<file path="config.mk">
export PLATFORM = sky130hd
export DESIGN_NAME = etapa_resultado_alu
export DESIGN_NICKNAME = d
export VERILOG_FILES = /design/src/rtl/etapa_resultado_alu.sv
export SDC_FILE = /design/constraint.sdc
export NUM_CORES = 1
export LEC_CHECK = 0
export ABC_CLOCK_PERIOD_IN_PS = 2300
export CAP_MARGIN = 20
export CELL_PAD_IN_SITES_DETAIL_PLACEMENT = 1
export CELL_PAD_IN_SITES_GLOBAL_PLACEMENT = 1
export CORE_ASPECT_RATIO = 1.5
export CORE_MARGIN = 3
export CORE_UTILIZATION = 36
export CTS_BUF_LIST = sky130_fd_sc_hd__clkbuf_8
export CTS_CLUSTER_SIZE = 28
export DETAILED_ROUTE_END_ITERATION = 16
export HOLD_SLACK_MARGIN = 0.08
export PLACE_DENSITY_LB_ADDON = 0.25
export SLEW_MARGIN = 30
export SYNTH_ARGS = -nofsm -noshare
export SYNTH_HDL_FRONTEND = slang
export SYNTH_SLANG_ARGS = --single-unit
</file>
<file path="constraint.sdc">
create_clock -name clk -period 2.3 [get_ports clk]
set_input_delay 0.23 -clock clk [delete_from_list [all_inputs] [get_ports clk]]
set_output_delay 0.23 -clock clk [all_outputs]
set_load 0.005 [all_outputs]
</file>
<file path="src/rtl/etapa_resultado_alu.sv">
// etapa_resultado_alu: ALU-to-memory skid-buffered result stage with NZCV flags register and condition evaluation
module etapa_resultado_alu #(
    parameter int n     = 32,
    parameter int REG_W = 4
) (
    input  logic             clk,
    input  logic             rst,
    input  logic             in_valid,
    output logic             in_ready,
    input  logic [n-1:0]     in_result,
    input  logic [3:0]       in_banderas,
    input  logic [REG_W-1:0] in_rd,
    input  logic             in_we,
    input  logic             in_set_flags,
    output logic             out_valid,
    input  logic             out_ready,
    output logic [n-1:0]     out_result,
    output logic [REG_W-1:0] out_rd,
    output logic             out_we,
    output logic [3:0]       flags,
    input  logic [3:0]       cond,
    output logic             cond_pass
);
    typedef struct packed {
        logic [n-1:0]     result;
        logic [REG_W-1:0] rd;
        logic             we;
    } entry_t;

    typedef enum logic [1:0] {EMPTY = 2'd0, ONE = 2'd1, FULL = 2'd2} state_t;

    state_t     state_q, state_d;
    entry_t     main_q, main_d, skid_q, skid_d, in_e;
    logic [3:0] flags_q, flags_d;
    logic       in_xfer, out_xfer;
    logic       n_f, z_f, c_f, v_f;

    assign in_e     = {in_result, in_rd, in_we};
    assign in_xfer  = in_valid & in_ready;
    assign out_xfer = out_valid & out_ready;

    always_ff @(posedge clk or posedge rst) begin
        if (rst) begin
            state_q <= EMPTY;
            main_q  <= '0;
            skid_q  <= '0;
            flags_q <= '0;
        end else begin
            state_q <= state_d;
            main_q  <= main_d;
            skid_q  <= skid_d;
            flags_q <= flags_d;
        end
    end

    always_comb begin
        state_d = state_q;
        case (state_q)
            EMPTY:   state_d = in_xfer ? ONE : EMPTY;
            ONE:     state_d = (in_xfer && !out_xfer) ? FULL : ((!in_xfer && out_xfer) ? EMPTY : ONE);
            FULL:    state_d = out_xfer ? ONE : FULL;
            default: state_d = EMPTY;
        endcase
    end

    // in_ready comes straight from the state register, so it never sees out_ready
    always_comb begin
        in_ready  = state_q != FULL;
        out_valid = state_q != EMPTY;
    end

    always_comb begin
        main_d  = main_q;
        skid_d  = skid_q;
        flags_d = (in_xfer && in_set_flags) ? in_banderas : flags_q;
        if (state_q == FULL && out_xfer)
            main_d = skid_q;
        else if (in_xfer && (state_q == EMPTY || out_xfer))
            main_d = in_e;
        else if (in_xfer)
            skid_d = in_e;
    end

    assign out_result = main_q.result;
    assign out_rd     = main_q.rd;
    assign out_we     = main_q.we;
    assign flags      = flags_q;

    assign {n_f, z_f, c_f, v_f} = flags_q;

    always_comb begin
        cond_pass = 1'b0;
        case (cond)
            4'h0: cond_pass = z_f;
            4'h1: cond_pass = !z_f;
            4'h2: cond_pass = c_f;
            4'h3: cond_pass = !c_f;
            4'h4: cond_pass = n_f;
            4'h5: cond_pass = !n_f;
            4'h6: cond_pass = v_f;
            4'h7: cond_pass = !v_f;
            4'h8: cond_pass = c_f && !z_f;
            4'h9: cond_pass = !c_f || z_f;
            4'hA: cond_pass = n_f == v_f;
            4'hB: cond_pass = n_f != v_f;
            4'hC: cond_pass = !z_f && (n_f == v_f);
            4'hD: cond_pass = z_f || (n_f != v_f);
            4'hE: cond_pass = 1'b1;
            default: cond_pass = 1'b0;
        endcase
    end
endmodule

</file>
==> impl_metrics.csv <==
group,metric,value,unit
timing,setup_viol,0,
timing,hold_slack,0.202,ns
layout,final_util,0.512,
synth,syn_inst,292,
clock_tree,cts_root_buffer,"clkbuf_8",
floorplan,die_width,87.3,um
timing,setup_slack,0.118,ns
synth,ys_ff_latch,80,
synth,synth_enable_flop_cells,0,
timing,max_freq,0.458,GHz
synth,synth_ff_type,"dfrtp_1",
critical_path,critPathKind,"input port to output port",
pwr,ir_drop,566,uV
timing,finalCritPeriodShare,0.949,
synth,syn-cell-area,3570,um2
pwr,intPower,4030,uW
drt,ant_nets,0,
pwr,power_density,1190,nW/um2
drt,drt_iter0_drc,60,
worst_hold_path,hold_class,"input port to asynchronous set/reset pin",
global_routing,grt_util_met1,0.178,
pwr,clockPowerShare,0.182,
clock_tree,clk_latency,0.35,ns
drt,wl_per_cell,15.8,um
clock_tree,cts_buffers,9,
layout,instances_no_fill,506,
global_routing,met3_usage,0.0418,
synth,synth.largest_area_cell,"dfrtp_1",
pwr,power,5750,uW
floorplan,core,9470,um2
timing,relSlewSlack,0.696,
synth,async_reset_ff_frac,1.00,
layout,nFillCells,999,
clock_tree,h-tree-depth,3,
timing,finalHoldViolCount,0,
timing,max_slew.worst_pin.slew,0.456,ns
critical_path,crit_fanout,8,
floorplan,fp-row-count,43,
global_routing,grt_overflow,0,
pwr,leakage,0.00221,uW
placed_design,dpl_worst_slack,-0.0811,ns
global_routing,met2_usage,0.265,
timing,rsz0062_at_grt,"no",
pwr,p_switching,1730,uW
synth,syn_nets,343,
status,status,"finished clean",
synth,yosysMostFrequentCell,"dfrtp_1",
layout,syn_to_final_growth,35.7,%
clock_tree,postCtsHoldBufs,0,
layout,multi_input_area,1450,um2
global_routing,grt_usage,0.153,
drt,drt_wl_total,8020,um
timing,slew_viol_final,0,
drt,via_per_inst,5.11,
synth,netlist_top_cells_count,"dfrtp_1, mux2_2, mux2i_1, a21oi_1, nor2_1",
floorplan,fp.dieH,128,um
clock_tree,clk_pin_slew,0.08,ns
global_routing,grt_pass1_wl,13200,um
critical_path,regToRegStartpoint,"state_q[0]",
critical_path,arrival,1.95,ns
drt,drc_errors,0,
timing,period_minus_slack,2.18,ns
global_routing,grt_pass1_vias,2731,
layout,nNetsFinal,440,
clock_tree,clk_path_buf_depth,2,
layout,regArea,2000,um2
placed_design,dp_cells,488,
flow_run,drv_cap,0,
synth,ys_seq_area_frac,0.560,
critical_path,cp-startpoint,"cond[0]",
synth,ys.warnings.count,0,
placed_design,port_buffers,93,
global_routing,busiest_layer,"met2",
placed_design,gp_congestion,0.673,
layout,drive_above_1_share,0.193,
synth,yosys-top-cells-area,"dfrtp_1, mux2_2, mux2i_1",
critical_path,cp.required,2.07,ns
clock_tree,cts_tree,"built",
pwr,power_switching_share,0.300,
synth,syn_avg_cell_area,12.2,um2
floorplan,io_pins,94,
timing,clock_skew,0.0109,ns
critical_path,critPathCaptureType,"output port",
critical_path,critPathLaunchType,"input port",
layout,antenna_cells,0,
drt,vias,2584,
global_routing,antenna_found_initial,0,
synth,synth_top_area_frac,0.560,
global_routing,grt_max_degree,52,
synth,synth_cell_types,31,
pwr,comb_power_share,0.380,
floorplan,initial_core_util,0.377,
pwr,seqPwrFrac,0.438,
clock_tree,clock-sinks,80,
placed_design,place_hpwl,5850,um
drt,firstDrtPassIters,3,
floorplan,die_area,11200,um2
## cell usage in the layout, fill, tap and decap left out, drive strengths merged, types with 2 or more instances in the layout
| cell | instances |
|---|---|
| a21oi | 38 |
| buf | 12 |
| clkbuf | 11 |
| clkdlybuf4s50 | 92 |
| clkinv | 3 |
| clkinvlp | 2 |
| dfrtp | 80 |
| mux2 | 41 |
| mux2i | 39 |
| nand2 | 5 |
| nand3b | 2 |
| nor2 | 37 |
| nor2b | 4 |
| nor3b | 2 |
| o21ai | 4 |
| xnor2 | 4 |
## path summary, 6_finish.rpt
kind	end	slack (ns)	cells past startpoint
max	cond_pass	0.12	7
min	out_result[10]	0.20	2
max reg2reg	out_rd[0]	0.79	4
min reg2reg	skid_q[8]	0.51	1
max in group asynchronous	skid_q[0]	1.48	3
min in group clk	flags[1]	0.50	2
## stage by stage
stage / TNS [ns] / cell area (um2)
3_3_place_gp: -0.00509 / 4620
4_1_cts: 0 / 4850
5_1_grt: 0 / 4850
2_1_floorplan: 0 / 3570
6_report: 0 / 4850
3_5_place_dp: -0.0811 / 4620
## final cells by class
cell class                      count  area share
Sequential cell                    80       0.413
Multi-Input combinational cell    191       0.300
Timing Repair Buffer              105       0.214
Clock buffer                       11      0.0312
Tap cell                          112      0.0289
Clock inverter                      5      0.0114
Inverter                            2     0.00181
## power groups by stage
stage | registers (uW) | clock network [uW] | logic [uW]
after floorplan | 2480 | 0 | 1130
after global placement | 2520 | 0 | 2140
after detailed placement | 2560 | 0 | 2220
after CTS | 2530 | 1100 | 2250
after global routing | 2620 | 1160 | 2410
final | 2520 | 1050 | 2190
## repair_timing
item,CTS,global route
resized for setup,5,0
endpoints found under the setup margin,1,0
endpoints found under the hold margin,0,0
setup buffers,2,0
## routing by layer
metal  share of wire  vias up
met5               0        -
met4           0.015        0
met3           0.043        9
met2            0.55       56
met1            0.39     1303
li1                -     1216
## cell families after synthesis
logic type | share of synthesized area
multiplexers | 0.238
flip-flops | 0.560
AND/OR/NAND/NOR | 0.0721
AO/OA/AOI/OAI | 0.0756
buffers and inverters | 0.0378
XOR/XNOR | 0.0123
adder cells (fa/ha/maj) | 0.00350
## worst max-delay path, stage by stage
cell and delay (ns):
clkdlybuf4s50_1 0.54, buf_6 0.16, nor2b_1 0.06, o31ai_2 0.26, a31oi_1 0.12, a311o_1 0.33, dlygate4sd2_1 0.26
## state kept, by name, summed over array words and instances (netlist names)
signal / count
skid_q: 37
out_result: 32
flags: 4
out_rd: 4
state_q: 2
out_we: 1
No activity file was read; power rests on OpenSTA's default activity.
